### config.mk
export PLATFORM = sky130hd
export DESIGN_NAME = jtopl_reg_wr_flat
export DESIGN_NICKNAME = d
export VERILOG_FILES = /design/src/rtl/jtopl_reg_wr_if.sv /design/src/rtl/jtopl_reg_wr.sv /design/src/flat_wrapper.sv
export SDC_FILE = /design/constraint.sdc
export NUM_CORES = 1
export LEC_CHECK = 0
export ABC_AREA = 1
export BUFFER_PORTS_ARGS = -buffer_cell sky130_fd_sc_hd__buf_4
export CORE_AREA = 4 4 64 96
export DETAILED_ROUTE_END_ITERATION = 8
export DIE_AREA = 0 0 68 100
export PLACE_DENSITY_LB_ADDON = 0.12
export SLEW_MARGIN = 20
export SYNTH_ARGS = -nofsm -noshare
export SYNTH_HDL_FRONTEND = slang
export SYNTH_SLANG_ARGS = --single-unit
### constraint.sdc
create_clock -name clk -period 1.95 [get_ports clk]
set_input_delay 0.195 -clock clk [delete_from_list [all_inputs] [get_ports clk]]
set_output_delay 0.195 -clock clk [all_outputs]
set_load 0.05 [all_outputs]
### src/rtl/jtopl_reg_wr_if.sv
// CPU write bus and operator-ring control bundle for the register write front-end.
// The master side is the CPU/ring controller; the slave side is jtopl_reg_wr.
interface jtopl_reg_wr_if;
    logic       cen;
    logic       addr;
    logic [7:0] din;
    logic       cs_n;
    logic       wr_n;
    logic       busy;
    logic [4:0] slot;
    logic [7:0] din_op;
    logic       up_mult;
    logic       up_ksl_tl;
    logic       up_ar_dr;
    logic       up_sl_rr;
    logic       up_wav;
    logic       update_op_I;
    logic       update_op_II;
    logic       update_op_IV;

    modport master (
        output cen, addr, din, cs_n, wr_n,
        input  busy, slot, din_op,
        input  up_mult, up_ksl_tl, up_ar_dr, up_sl_rr, up_wav,
        input  update_op_I, update_op_II, update_op_IV
    );

    modport slave (
        input  cen, addr, din, cs_n, wr_n,
        output busy, slot, din_op,
        output up_mult, up_ksl_tl, up_ar_dr, up_sl_rr, up_wav,
        output update_op_I, update_op_II, update_op_IV
    );
endinterface

### src/rtl/jtopl_reg_wr.sv
// Operator register write front-end: latches OPL address/data writes, decodes
// operator registers into a field select and target operator, and holds the
// write for one ring revolution, qualifying the target slot at each field tap.
module jtopl_reg_wr #(
    parameter int LEN    = 18,
    parameter int OFS_II = 1,
    parameter int OFS_IV = 3,
    parameter int OPL2   = 1
) (
    input  logic clk,
    input  logic rst,
    jtopl_reg_wr_if.slave bus
);

    typedef enum logic { ST_IDLE = 1'b0, ST_HOLD = 1'b1 } state_t;

    state_t     state_reg, state_next;
    logic       wr_now, wr_reg, wr_event, accept, busy;
    logic [7:0] addr_reg;
    logic [7:0] din_op_reg;
    logic [4:0] field_reg, field_dec;
    logic [4:0] target_reg, target_dec;
    logic [4:0] slot_reg;
    logic [4:0] rev_reg;
    logic       off_ok, dec_valid;
    logic [4:0] up_vec;
    logic [2:0] upd_vec;

    assign wr_now   = ~bus.cs_n & ~bus.wr_n;
    assign wr_event = wr_now & ~wr_reg;
    assign busy     = (state_reg == ST_HOLD);
    assign accept   = wr_event & bus.addr & ~busy & dec_valid;

    // Decode the latched address into a one-hot field select and operator index
    always_comb begin
        field_dec = '0;
        case (addr_reg[7:5])
            3'd1: field_dec = 5'b00001;
            3'd2: field_dec = 5'b00010;
            3'd3: field_dec = 5'b00100;
            3'd4: field_dec = 5'b01000;
            3'd7: if (OPL2 != 0) field_dec = 5'b10000;
            default: field_dec = '0;
        endcase
        off_ok     = (addr_reg[4:3] != 2'd3) && (addr_reg[2:0] <= 3'd5);
        target_dec = 5'(addr_reg[4:3]) * 5'd6 + 5'(addr_reg[2:0]);
        dec_valid  = (|field_dec) & off_ok;
    end

    // Edge detector history for the CPU write strobe
    always_ff @(posedge clk or posedge rst) begin
        if (rst) wr_reg <= 1'b0;
        else     wr_reg <= wr_now;
    end

    // Address port writes are always taken, even while a data write is pending
    always_ff @(posedge clk or posedge rst) begin
        if (rst)                         addr_reg <= '0;
        else if (wr_event && !bus.addr)  addr_reg <= bus.din;
    end

    // Slot counter tracks the operator entering the ring on every ring tick
    always_ff @(posedge clk or posedge rst) begin
        if (rst)          slot_reg <= '0;
        else if (bus.cen) slot_reg <= (slot_reg == 5'(LEN - 1)) ? 5'd0 : slot_reg + 5'd1;
    end

    // Revolution counter: loaded on accept, counts ring ticks while pending
    always_ff @(posedge clk or posedge rst) begin
        if (rst)                 rev_reg <= '0;
        else if (accept)         rev_reg <= 5'(LEN);
        else if (busy && bus.cen) rev_reg <= rev_reg - 5'd1;
    end

    // Pending write payload, captured only when a data write is accepted
    always_ff @(posedge clk or posedge rst) begin
        if (rst) begin
            din_op_reg <= '0;
            field_reg  <= '0;
            target_reg <= '0;
        end else if (accept) begin
            din_op_reg <= bus.din;
            field_reg  <= field_dec;
            target_reg <= target_dec;
        end
    end

    // Pending-write state register
    always_ff @(posedge clk or posedge rst) begin
        if (rst) state_reg <= ST_IDLE;
        else     state_reg <= state_next;
    end

    // Next state: hold for a full revolution, release on the last ring tick
    always_comb begin
        state_next = state_reg;
        case (state_reg)
            ST_IDLE: if (accept) state_next = ST_HOLD;
            ST_HOLD: if (bus.cen && rev_reg == 5'd1) state_next = ST_IDLE;
            default: state_next = ST_IDLE;
        endcase
    end

    genvar gi;
    generate
        for (gi = 0; gi < 5; gi++) begin : g_up
            assign up_vec[gi] = busy & field_reg[gi];
        end
        for (gi = 0; gi < 3; gi++) begin : g_upd
            localparam int OFS = (gi == 0) ? 0 : (gi == 1) ? OFS_II : OFS_IV;
            localparam logic [5:0] OFS_MOD = 6'(OFS % LEN);
            logic [5:0] sum;
            logic [4:0] pos;
            // Physical slot of this field tap for the target operator, modulo LEN
            always_comb begin
                sum = {1'b0, target_reg} + OFS_MOD;
                pos = (sum >= 6'(LEN)) ? 5'(sum - 6'(LEN)) : sum[4:0];
            end
            assign upd_vec[gi] = busy & bus.cen & (slot_reg == pos);
        end
    endgenerate

    assign bus.busy         = busy;
    assign bus.slot         = slot_reg;
    assign bus.din_op       = din_op_reg;
    assign bus.up_mult      = up_vec[0];
    assign bus.up_ksl_tl    = up_vec[1];
    assign bus.up_ar_dr     = up_vec[2];
    assign bus.up_sl_rr     = up_vec[3];
    assign bus.up_wav       = up_vec[4];
    assign bus.update_op_I  = upd_vec[0];
    assign bus.update_op_II = upd_vec[1];
    assign bus.update_op_IV = upd_vec[2];

endmodule

### src/flat_wrapper.sv
// flat-port wrapper written by rule: the top's interface ports become plain ports
module jtopl_reg_wr_flat 
#(
    parameter int LEN    = 18,
    parameter int OFS_II = 1,
    parameter int OFS_IV = 3,
    parameter int OPL2   = 1
)
  (clk, rst, bus_cen, bus_addr, bus_din, bus_cs_n, bus_wr_n, bus_busy, bus_slot, bus_din_op, bus_up_mult, bus_up_ksl_tl, bus_up_ar_dr, bus_up_sl_rr, bus_up_wav, bus_update_op_I, bus_update_op_II, bus_update_op_IV);
  jtopl_reg_wr_if bus_i ();
  input  logic clk;
  input  logic rst;
  input wire logic [$bits(bus_i.cen)-1:0] bus_cen;
  input wire logic [$bits(bus_i.addr)-1:0] bus_addr;
  input wire logic [$bits(bus_i.din)-1:0] bus_din;
  input wire logic [$bits(bus_i.cs_n)-1:0] bus_cs_n;
  input wire logic [$bits(bus_i.wr_n)-1:0] bus_wr_n;
  output wire logic [$bits(bus_i.busy)-1:0] bus_busy;
  output wire logic [$bits(bus_i.slot)-1:0] bus_slot;
  output wire logic [$bits(bus_i.din_op)-1:0] bus_din_op;
  output wire logic [$bits(bus_i.up_mult)-1:0] bus_up_mult;
  output wire logic [$bits(bus_i.up_ksl_tl)-1:0] bus_up_ksl_tl;
  output wire logic [$bits(bus_i.up_ar_dr)-1:0] bus_up_ar_dr;
  output wire logic [$bits(bus_i.up_sl_rr)-1:0] bus_up_sl_rr;
  output wire logic [$bits(bus_i.up_wav)-1:0] bus_up_wav;
  output wire logic [$bits(bus_i.update_op_I)-1:0] bus_update_op_I;
  output wire logic [$bits(bus_i.update_op_II)-1:0] bus_update_op_II;
  output wire logic [$bits(bus_i.update_op_IV)-1:0] bus_update_op_IV;
  assign bus_i.cen = bus_cen;
  assign bus_i.addr = bus_addr;
  assign bus_i.din = bus_din;
  assign bus_i.cs_n = bus_cs_n;
  assign bus_i.wr_n = bus_wr_n;
  assign bus_busy = bus_i.busy;
  assign bus_slot = bus_i.slot;
  assign bus_din_op = bus_i.din_op;
  assign bus_up_mult = bus_i.up_mult;
  assign bus_up_ksl_tl = bus_i.up_ksl_tl;
  assign bus_up_ar_dr = bus_i.up_ar_dr;
  assign bus_up_sl_rr = bus_i.up_sl_rr;
  assign bus_up_wav = bus_i.up_wav;
  assign bus_update_op_I = bus_i.update_op_I;
  assign bus_update_op_II = bus_i.update_op_II;
  assign bus_update_op_IV = bus_i.update_op_IV;
  jtopl_reg_wr #(.LEN(LEN), .OFS_II(OFS_II), .OFS_IV(OFS_IV), .OPL2(OPL2)) u_core (.clk(clk), .rst(rst), .bus(bus_i));
endmodule
==> impl_metrics.py <==
metrics = {
    "worst_setup_path": {
        "critPathBufInv": 3,
        "slowest_delay_ns": 0.42,
        "cp_max_fo": 6,
        "cp.arrival_ns": 2.16,
        "path_cells": "inv_4, buf_4, ha_1, or2_4, o21ai_2, nand2_2, nand2_1, nand2_1, nand2_1, nand3_2, nor2_4, buf_6",
        "cp_common_cell": "nand2_1",
        "endpoint_kind": "output port",
        "cp_data_required_time_ns": 1.75,
        "worstSetupPathType": "flop to output port",
        "start_kind": "flop",
        "critical-path-top-delay-family": "simple AND/OR/NAND/NOR gates",
        "crit_slowest_cell": "dfrtp_2",
    },
    "placed_design": {
        "place_congestion": 0.801,
        "io_buffer_count": 35,
        "hpwl_um": 4340,
        "placedCellCount": 450,
        "place_ws_ns": -0.138,
    },
    "synthesis": {
        "syn_inst": 325,
        "synth_cell_types": 37,
        "synth_top_area_share_pct": 36.8,
        "synth_edf_count": 0,
        "yosysWarnings": 0,
        "synth_fp_nets": 359,
        "postSynthAreaPerCell_um2": 7.95,
        "ys_ff_latch": 38,
        "syn-cell-area_um2": 2580,
        "yosysSeqAreaShare_pct": 36.8,
        "synth_flop_cell": "dfrtp_1",
        "yosys.area.top_type": "dfrtp_1",
        "async_reset_ff_share_pct": 100,
        "synthTopCellsByArea": "dfrtp_1 (37%), nand2_1 (10%), ha_1 (9.2%)",
    },
    "timing": {
        "period_share_pct": 121,
        "fin_skew_ns": 0.00806,
        "tightest_slew_ns": 0.479,
        "layout_min_cycle_time_ns": 2.35,
        "drv_slew": 0,
        "rsz0062_at_grt": "true",
        "layout_setup_ws_ns": -0.402,
        "finalSetupViolCount": 3,
        "slew_headroom_pct": 68.1,
        "finalHoldViolations": 0,
        "fmax_mhz": 425,
    },
    "cts": {
        "clk_latency_ns": 0.29,
        "ctsHoldBuffers": 0,
        "cts_root_buf": "clkbuf_8",
        "h-tree-depth": 2,
        "cts_tree": "built",
        "clk_pin_slew_ns": 0.08,
        "cts_sinks": 38,
        "cts-buffers-inserted": 5,
        "clockBufferDepth": 2,
    },
    "power_and_ir_drop": {
        "max-vdd-ir-drop_uv": 857,
        "cellPowerDensity_nw_per_um2": 1770,
        "leakagePower_nw": 1.74,
    },
    "hold_path": {
        "hp-class": "primary input to async pin",
    },
    "die": {
        "fp.dieH_um": 100,
        "io_pins": 36,
        "fp-row-count": 33,
        "dieArea_um2": 6800,
        "initial_core_util_pct": 48.1,
        "coreArea_um2": 5370,
        "die_w_um": 68,
    },
    "routing": {
        "drtIter0Drc": 54,
        "vias": 2230,
        "ant_nets": 0,
        "wl_um": 5560,
        "first_pass_iters": 4,
        "drcViolationCount": 0,
        "vias_per_cell": 4.83,
        "avgRoutedWirePerCell_um": 12.0,
    },
    "grt": {
        "grt_pass1_vias": 2168,
        "antenna_found_initial": 0,
        "grt_max_degree": 39,
        "grt_pass1_wl_um": 9370,
        "grtUsageTotal_pct": 18.1,
        "overflow": 0,
    },
    "final_layout": {
        "instances_no_fill": 462,
        "fin_nets": 426,
        "syn_to_final_growth_pct": 33.8,
        "n_antenna_cell": 0,
        "drive_gt1_share_pct": 34.7,
        "final_util_pct": 64.4,
    },
    "run_status": {
        "status": "finished, violations left",
        "violations": "setup timing",
    },
    "job": {
        "cap_viol_max_count": 0,
    },
}
-- final cells by class --
type                    count  area [um2]
clock inverters             1        7.51
flip-flops and latches     38         956
well taps                  70        87.6
repair buffers             69         548
inverters                  49         191
multi-input cells         229        1590
fillers                   470        1910
clock buffers               6        72.6
-- cells in the final DEF (no fill, tap or decap), drive strengths merged, types with 2 or more instances in the layout --
master,netlist,final
o211ai,3,3
dfrtp,38,38
or2,3,3
xnor2,7,7
inv,49,49
xor2,15,15
nand3,23,23
a21oi,2,2
ha,19,19
nand2,83,83
o21ai,34,34
nor3,5,5
nor2,22,22
nand3b,2,2
clkbuf,6,6
nand4,5,5
buf,3,69
-- per-stage QoR --
stage	area [um2]	TNS, ns	hold slack [ns]	power, mW
2_1_floorplan	2670	-0.123	0.256	4.11
3_3_place_gp	3180	-0.299	0.347	5.14
3_5_place_dp	3180	-0.338	0.352	5.23
4_1_cts	3400	-1.00	0.0336	6.05
5_1_grt	3450	-1.38	0.0496	6.62
6_report	3450	-0.999	0.0216	6.11
-- cell usage after synthesis, types with 2 or more instances --
| cell type | number |
|---|---|
| nor3_1 | 5 |
| o211ai_1 | 3 |
| a21oi_1 | 2 |
| nand3b_1 | 2 |
| nand2_1 | 71 |
| dfrtp_1 | 38 |
| xor2_1 | 13 |
| nand3_1 | 21 |
| clkbuf_1 | 6 |
| inv_1 | 46 |
| inv_2 | 3 |
| nand2_2 | 11 |
| xor2_2 | 2 |
| o21ai_0 | 32 |
| buf_6 | 2 |
| ha_1 | 19 |
| xnor2_1 | 5 |
| or2_2 | 2 |
| nor2_1 | 20 |
| nand4_1 | 5 |
-- metal layers --
metal  part of all wire, %  vias up  global-route usage (%)
met4                   2.3        0                    6.74
met1                    37     1031                    19.2
met5                     0        -                       0
met3                   3.2        9                    3.02
li1                      -     1158                       -
met2                    57       32                    34.0
-- timing repair --
action | in CTS | in global routing
setup buffers | 4 | 2
pin swaps | 15 | 10
gates resized for setup | 25 | 14
endpoints found under the setup margin | 3 | 6
-- worst register-to-register path, delay by kind of cell, from the launching register on --
kind / cells / cell delay, ns
DFF: 1 / 0.39
adders and majority gates: 1 / 0.19
AOI/OAI and AO/OA: 1 / 0.07
buffers and inverters: 1 / 0.22
and+or+nand+nor: 4 / 0.75
-- kinds of logic after synthesis --
| group | Yosys count | synth area share [%] |
|---|---|---|
| compound gates | 43 | 9.21 |
| xor+xnor | 22 | 9.06 |
| fa+ha+maj | 20 | 9.98 |
| buf+inv | 58 | 9.06 |
| flops | 38 | 36.8 |
| simple gates | 144 | 25.9 |
-- path summary, 6_finish.rpt --
check / start / endpoint / slack (ns) / depth (start not counted)
max in group asynchronous: rst / u_core.target_reg[0]$_DFFE_PP0P_ / 1.57 / 3
min in group clk: bus_cs_n / u_core.wr_reg$_DFF_PP0_ / 0.05 / 2
max: u_core.target_reg[1]$_DFFE_PP0P_ / bus_update_op_II / -0.40 / 12
max reg2reg: u_core.addr_reg[3]$_DFFE_PP0P_ / u_core.bus.din_op[4]$_DFFE_PP0P_ / 0.22 / 7
min reg2reg: u_core.bus.din_op[2]$_DFFE_PP0P_ / u_core.bus.din_op[2]$_DFFE_PP0P_ / 0.49 / 2
min: rst / u_core.target_reg[4]$_DFFE_PP0P_ / 0.02 / 3
-- report_power, final --
group	total (mW)	internal (mW)	switching (mW)
clock	0.518	0.245	0.272
combinational	4.19	1.74	2.45
sequential	1.40	1.09	0.317
No activity file was read; power rests on OpenSTA's default activity.
